--- src/rtl/wbs_pkg.sv ---
// Shared register offsets and bit positions for the Wishbone GPIO/timer peripheral.
package wbs_pkg;

    localparam logic [2:0] REG_ID      = 3'd0;
    localparam logic [2:0] REG_SCRATCH = 3'd1;
    localparam logic [2:0] REG_GPO     = 3'd2;
    localparam logic [2:0] REG_GPI     = 3'd3;
    localparam logic [2:0] REG_STATUS  = 3'd4;
    localparam logic [2:0] REG_CTRL    = 3'd5;
    localparam logic [2:0] REG_TCOUNT  = 3'd6;
    localparam logic [2:0] REG_TCMP    = 3'd7;

    localparam int CTRL_RUN = 30;
    localparam int CTRL_TIE = 31;
    localparam int STAT_TMR = 31;

endpackage

--- src/rtl/wbs_gpi_sync.sv ---
// Two-flop synchronizer for the general-purpose inputs plus a rising-edge pulse
// derived from the synchronized value.
module wbs_gpi_sync #(
    parameter int GPI_W = 8
) (
    input  logic             clk,
    input  logic             rst,
    input  logic [GPI_W-1:0] gpi,
    output logic [GPI_W-1:0] sync,
    output logic [GPI_W-1:0] rise
);

    logic [GPI_W-1:0] meta_q, meta_d;
    logic [GPI_W-1:0] sync_q, sync_d;
    logic [GPI_W-1:0] prev_q, prev_d;

    always_comb begin
        meta_d = gpi;
        sync_d = meta_q;
        prev_d = sync_q;
    end

    always_ff @(posedge clk) begin
        if (rst) begin
            meta_q <= '0;
            sync_q <= '0;
            prev_q <= '0;
        end else begin
            meta_q <= meta_d;
            sync_q <= sync_d;
            prev_q <= prev_d;
        end
    end

    assign sync = sync_q;
    assign rise = sync_q & ~prev_q;

endmodule

--- src/rtl/wbs_gpio_timer.sv ---
// Wishbone responder with scratch, GPIO, W1C edge status, a compare-match timer
// and a registered level interrupt.
module wbs_gpio_timer
    import wbs_pkg::*;
#(
    parameter int          GPI_W = 8,
    parameter int          GPO_W = 8,
    parameter logic [31:0] ID    = 32'h5742_0001
) (
    input  logic             clk,
    input  logic             rst,
    input  logic [14:0]      adr_i,
    input  logic [31:0]      dat_i,
    input  logic             we_i,
    input  logic             stb_i,
    output logic [31:0]      dat_o,
    output logic             ack_o,
    input  logic [GPI_W-1:0] gpi,
    output logic [GPO_W-1:0] gpo,
    output logic             irq
);

    localparam logic [31:0] GPI_MASK  = 32'((33'd1 << GPI_W) - 33'd1);
    localparam logic [31:0] STAT_MASK = GPI_MASK | (32'd1 << STAT_TMR);
    localparam logic [31:0] CTRL_MASK = GPI_MASK | (32'd1 << CTRL_RUN) | (32'd1 << CTRL_TIE);

    logic [GPI_W-1:0] gpi_sync, gpi_rise;

    logic             ack_q, ack_d;
    logic [31:0]      dat_q, dat_d;
    logic [GPO_W-1:0] gpo_q, gpo_d;
    logic [31:0]      scratch_q, scratch_d;
    logic [31:0]      status_q, status_d;
    logic [31:0]      ctrl_q, ctrl_d;
    logic [31:0]      tcount_q, tcount_d;
    logic [31:0]      tcmp_q, tcmp_d;
    logic             irq_q, irq_d;

    logic        xfer, wr_en, match, wr_tcount;
    logic [2:0]  reg_sel;
    logic [31:0] rd_data;
    logic        unused_adr;

    wbs_gpi_sync #(.GPI_W(GPI_W)) u_sync (
        .clk  (clk),
        .rst  (rst),
        .gpi  (gpi),
        .sync (gpi_sync),
        .rise (gpi_rise)
    );

    assign reg_sel    = adr_i[2:0];
    assign xfer       = stb_i & ~ack_q;
    assign wr_en      = xfer & we_i;
    assign wr_tcount  = wr_en && (reg_sel == REG_TCOUNT);
    assign match      = ctrl_q[CTRL_RUN] && (tcount_q == tcmp_q);
    assign unused_adr = ^adr_i[14:3];

    always_comb begin
        rd_data = '0;
        case (reg_sel)
            REG_ID:      rd_data = ID;
            REG_SCRATCH: rd_data = scratch_q;
            REG_GPO:     rd_data = 32'(gpo_q);
            REG_GPI:     rd_data = 32'(gpi_sync);
            REG_STATUS:  rd_data = status_q;
            REG_CTRL:    rd_data = ctrl_q;
            REG_TCOUNT:  rd_data = tcount_q;
            REG_TCMP:    rd_data = tcmp_q;
            default:     rd_data = '0;
        endcase
    end

    always_comb begin
        ack_d     = stb_i & ~ack_q;
        dat_d     = dat_q;
        gpo_d     = gpo_q;
        scratch_d = scratch_q;
        status_d  = status_q;
        ctrl_d    = ctrl_q;
        tcount_d  = tcount_q;
        tcmp_d    = tcmp_q;

        if (xfer) dat_d = rd_data;

        if (wr_en) begin
            case (reg_sel)
                REG_SCRATCH: scratch_d = dat_i;
                REG_GPO:     gpo_d     = dat_i[GPO_W-1:0];
                REG_STATUS:  status_d  = status_q & ~dat_i;
                REG_CTRL:    ctrl_d    = dat_i & CTRL_MASK;
                REG_TCMP:    tcmp_d    = dat_i;
                default:     ;
            endcase
        end

        // Set events are applied after the W1C so a coincident edge or match wins.
        status_d[GPI_W-1:0] = status_d[GPI_W-1:0] | gpi_rise;

        // A bus write to TCOUNT overrides counting and suppresses the match flag.
        if (wr_tcount) begin
            tcount_d = dat_i;
        end else if (ctrl_q[CTRL_RUN]) begin
            if (match) begin
                tcount_d           = '0;
                status_d[STAT_TMR] = 1'b1;
            end else begin
                tcount_d = tcount_q + 32'd1;
            end
        end

        status_d = status_d & STAT_MASK;

        irq_d = (|(status_q[GPI_W-1:0] & ctrl_q[GPI_W-1:0]))
              | (status_q[STAT_TMR] & ctrl_q[CTRL_TIE]);
    end

    always_ff @(posedge clk) begin
        if (rst) begin
            ack_q     <= 1'b0;
            dat_q     <= '0;
            gpo_q     <= '0;
            scratch_q <= '0;
            status_q  <= '0;
            ctrl_q    <= '0;
            tcount_q  <= '0;
            tcmp_q    <= '0;
            irq_q     <= 1'b0;
        end else begin
            ack_q     <= ack_d;
            dat_q     <= dat_d;
            gpo_q     <= gpo_d;
            scratch_q <= scratch_d;
            status_q  <= status_d;
            ctrl_q    <= ctrl_d;
            tcount_q  <= tcount_d;
            tcmp_q    <= tcmp_d;
            irq_q     <= irq_d;
        end
    end

    assign ack_o = ack_q;
    assign dat_o = dat_q;
    assign gpo   = gpo_q;
    assign irq   = irq_q;

endmodule
--- config.mk ---
export PLATFORM = sky130hd
export DESIGN_NAME = wbs_gpio_timer
export DESIGN_NICKNAME = d
export VERILOG_FILES = /design/src/rtl/wbs_pkg.sv /design/src/rtl/wbs_gpi_sync.sv /design/src/rtl/wbs_gpio_timer.sv
export SDC_FILE = /design/constraint.sdc
export NUM_CORES = 1
export LEC_CHECK = 0
export BUFFER_PORTS_ARGS = -buffer_cell sky130_fd_sc_hd__buf_2
export CAP_MARGIN = 20
export CORE_UTILIZATION = 40
export DETAILED_ROUTE_END_ITERATION = 8
export MAX_ROUTING_LAYER = met4
export PLACE_DENSITY = 0.71
export SLEW_MARGIN = 10
export SYNTH_ARGS = -nofsm -noshare
export SYNTH_HDL_FRONTEND = slang
export SYNTH_SLANG_ARGS = --single-unit
--- constraint.sdc ---
create_clock -name clk -period 2.15 [get_ports clk]
set_clock_uncertainty 0.1 [all_clocks]
set_input_delay 0.3225 -clock clk [delete_from_list [all_inputs] [get_ports clk]]
set_output_delay 0.3225 -clock clk [all_outputs]
set_load 0.005 [all_outputs]
* After elaboration in Yosys (flattened, before gate mapping)
Cells that the tools add are included.
Word-level totals: register bits 204, word-level logic and storage cells 51, bits in writable memories 0, ROM bits 0, latch bits 0, memories kept 0, bits of input ports 59
Cells by class: multiply operators 0, shifts and indexed selects 0, divide/modulo/power cells 0, multiplexer cells 9, add/subtract/negate cells 1, reduce and logical (&&, ||, !) cells 9, bitwise operators 11, equality and inequality tests 8, $lt $le $gt $ge 0
Operator list (number):
- $pmux W32 S8 | 1
- $mux W32 | 5
- $add A32 B1 Y32 const B | 1
- $and A32 B32 Y32 | 1
- $eq A32 B32 Y1 | 1
- $not A32 Y32 | 1
- $and A8 B8 Y8 | 2
- $eq A3 B3 Y1 const B | 4
- $not A8 Y8 | 1
- $or A8 B8 Y8 | 1
- $reduce_and A2 Y1 | 4
- $reduce_or A8 Y1 | 1
- $eq A3 B2 Y1 const B | 2
- $and A1 B1 Y1 | 3
- $eq A3 B1 Y1 const B | 1
- $logic_not A3 Y1 | 1
- $mux W1 | 3
- $logic_and A1 B1 Y1 | 2
- $reduce_bool A2 Y1 | 1
- $not A1 Y1 | 1
- $or A1 B1 Y1 | 1

* Longest topological paths before layout
word-level depth 7, mapped depth 9

* Hierarchy
From an unflattened synthesis, not the netlist that was laid out.
Unflattened totals: cells, all modules 1012, area total of the unflattened synthesis 8426.8 µm²
Modules (own cells, without submodules):
- wbs_gpio_timer | cells an instance 954, instances 1, area each 7683.6 µm²
- wbs_gpi_sync | cells an instance 58, instances 1, area each 743.2 µm²

* Worst setup path after synthesis
OpenSTA, ideal clock, no wires.
kind register to register, from register tcount_q[9], to register tcount_q[29], data required time 1.947 ns, stages on the path, launching flop included 9, library setup time 0.103 ns, data arrival time 1.905 ns, setup slack 0.041 ns, buffers on the path 2, period minus slack after synthesis 2.109 ns, path through dfxtp_1 -> buf_2 -> nand4_1 -> or4_1 -> buf_6 -> nand2b_4 -> o31ai_4 -> o32ai_1 -> a2111oi_2
On the way: longest elaborated chain between the ends 5
Ends and longest elaborated chain:
- from (decl) | line wbs_gpio_timer.sv:35 | logic [31:0] tcount_q, tcount_d;
- from (signal assigned) | line wbs_gpio_timer.sv:136 | tcount_q <= tcount_d;
- parallel branches: the longest is 2 deep, another holds $add A32 B1 Y32
- $mux W32 * | line wbs_gpio_timer.sv:104 | if (match) begin
- $mux W32 * | line wbs_gpio_timer.sv:103 | end else if (ctrl_q[CTRL_RUN]) begin
- $mux W32 * | line wbs_gpio_timer.sv:101 | if (wr_tcount) begin
Every way passes the cells marked *. The select of a mux whose other input is x is not followed. A chain may end at the register's enable or synchronous reset.

* Worst setup path after layout
from register tcount_q[12], to register tcount_q[28]
Same word-level chain as after synthesis.

==> results.toml <==
[cts]
htree_levels = 4
numCtsBuffers = 17
clock_path_buffers = 2
cts_tree = "done"
path_clk_slew_ns = 0.07
clock_latency_ns = 0.44
cts.sinks = 181
cts_root_buffer = "clkbuf_16"

[logic_synthesis]
ys.flop_type = "dfxtp_1"
synth-simple-area-share = 0.248
synth_top_family_by_area = "simple AND/OR/NAND/NOR gates"
muxShareOfSynthArea = 0.0416
yosys-top-cells-area = "dfxtp_1, nand2_1, a21oi_1"
async_flop_share = 0
synthXorXnorAreaFrac = 0.0599
synth_compound_area_frac = 0.183
yosys.area.top_type = "dfxtp_1"
ys_seq_area_frac = 0.420
yosysUniqueCellTypes = 55
synth_fa_ha_area_frac = 0.00145
syn_inst = 1060
synth_top_area_frac = 0.420
ys_seq_elements = 181
avgSynthCellArea_um2 = 8.14
synth_area_mm2 = 0.00863
synth-edff-count = 0
synth_nets = 1120
yosysWarnings = 0

[sta]
finalHoldViolations = 0
tightestPinTransition_ns = 0.517
setup_viol = 0
max_freq_mhz = 479
layout_min_cycle_time_ns = 2.09
slew_viol_final = 0
whs_ns = 0.00342
final.period_utilization = 0.970
maxSlewHeadroom = 0.652

[floorplan]
fp.dieH_um = 149
die-area_mm2 = 0.0222
rows = 53
die_w_um = 149
core-area_mm2 = 0.0211
ios = 101
start_util = 0.409

[worst_setup_path]
required_ns = 2.40
worst_ep_arrival_time_ns = 2.33
crit_top_cell = "nor4_2"
cp_slowest_cell = "or4_4"
crit_chain = "inv_1 -> or4_4 -> buf_6 -> nor4_2 -> xor2_1 -> a21oi_1 -> nor4_2"
path_max_fanout = 9
end_kind = "flip-flop"
crit_type = "flip-flop to flip-flop"
slowest_delay_ns = 0.54
start_kind = "flip-flop"

[layout]
final_common_cell = "nand2_1"
seqCellArea_mm2 = 0.00362
layout-drive-gt1-share = 0.196
layout.nets = 1218
area_growth_pct = 21.9
fin_area_mm2 = 0.0105
final_cell_mix = "nand2_1, dfxtp_1, a21oi_1"
fillCellCount = 2036
num_antenna_cells = 0
multi_input_area_mm2 = 0.00469

[routing]
first_pass_iters = 7
vias_per_cell = 5.56
vias = 8034
drt_iter0_drc = 746
drc = 0
wirelength_mm = 24.9
wl_per_cell_um = 17.2
antenna_left = 0

[power_and_ir_drop]
power_frac_comb = 0.084
cellPowerDensity_mw_per_mm2 = 686
p_leak_nw = 3.96
switchingPower_mw = 1.79
ir_worst_vdd_mv = 0.462
p_sw_frac = 0.248
p_int_mw = 5.42
pwr-share-clk = 0.436
pwr-share-seq = 0.480

[global_routing]
grt_overflow_total = 0
grt_pass1_wl_mm = 40.4
grt_pass1_vias = 7570
gr-usage-all-layers = 0.238
grt_max_degree = 76
antenna_found_initial = 0

[placement]
gp_congestion = 0.917
place_area_mm2 = 0.00979
io_buffers = 88
dpl.hpwl_mm = 17.4

[status]
outcome = "finished clean"

[worst_hold_path]
hp-class = "input port to flip-flop"

[run]
drv_cap = 0
-- state kept, by name (all words and copies together) (netlist names), 9 cells and up --
signal / cells
tcount_q: 32
status_q: 9
ctrl_q: 10
scratch_q: 32
tcmp_q: 32
dat_o: 32
-- timing repair --
item                                    4_1_cts  5_1_grt
buffers inserted                              0        2
hold endpoints to repair                      5        0
endpoints found under the setup margin        0       27
hold buffers                                  5        0
gates resized for setup                       0       14
-- final timing paths --
path                                from                     endpoint  slack [ns]  depth (start not counted)
max            tcount_q[12]$_SDFFE_PP0P_    tcount_q[28]$_SDFFE_PP0P_        0.06                          7
min                               gpi[3]  u_sync.meta_q[3]$_SDFF_PP0_       0.003                          2
max reg2reg    tcount_q[12]$_SDFFE_PP0P_    tcount_q[28]$_SDFFE_PP0P_        0.06                          7
min reg2reg  u_sync.meta_q[0]$_SDFF_PP0_    u_sync.sync[0]$_SDFF_PP0_        0.34                          1
-- cells by family (layout without fill, tap and decap cells) --
| logic type | count (synthesis) | after routing |
|---|---|---|
| multiplexers | 29 | 29 |
| XOR/XNOR | 59 | 59 |
| AND/OR/NAND/NOR | 445 | 445 |
| adder cells (fa/ha/maj) | 1 | 1 |
| buffers and inverters | 100 | 211 |
| AO/OA/AOI/OAI | 245 | 245 |
| flip-flops | 181 | 181 |
-- cell usage after synthesis, drive strengths merged (16+ instances only) --
library cell  number
clkbuf            76
a22oi             35
nand3             55
a21oi            122
nor2              68
nor2b             36
dfxtp            181
nand4             16
nand2            188
mux2i             19
xnor2             40
xor2              19
a22o              34
-- metrics by stage --
stage | instances | util | worst slack (ns) | power, mW | TNS, ns
after CTS | 1444 | 0.494 | 0.0530 | 7.24 | 0
after detailed placement | 1407 | 0.464 | 0.0769 | 4.12 | 0
after global routing | 1446 | 0.499 | -0.0299 | 7.47 | -0.0361
after global placement | 1407 | 0.464 | 0.0631 | 4.12 | 0
after floorplan | 1060 | - | 0.0411 | 3.85 | 0
final | 1446 | 0.499 | 0.0640 | 7.22 | 0
-- routing by layer --
layer	GRT usage	vias up	routed length, µm
li1	-	3898	-
met1	0.323	3837	11200
met2	0.364	256	11700
met4	0.0694	0	454
met3	0.0385	43	1470
met5	-	-	0
-- power groups by stage --
stage,clock [mW],combinational [mW],sequential [mW]
after global routing,3.34,0.657,3.47
after CTS,3.18,0.595,3.46
after global placement,0,0.579,3.54
after detailed placement,0,0.585,3.54
final,3.15,0.605,3.46
after floorplan,0,0.321,3.53
-- layout make-up --
class                   count  share of cell area
repair buffers            170               0.118
flip-flops and latches    181               0.345
clock inverters            13              0.0137
clock buffers              19              0.0421
multi-input cells         779               0.446
well taps                 275              0.0327
inverters                   9             0.00321
-- critical path: cells and delay by family, from the launching register on --
| family | cells | cell delay, ns |
|---|---|---|
| AND/OR/NAND/NOR | 3 | 0.97 |
| buffers and inverters | 2 | 0.25 |
| XOR/XNOR | 1 | 0.18 |
| AO/OA/AOI/OAI | 1 | 0.10 |
| flip-flops | 1 | 0.39 |
Power figures use the tool's default switching activity.
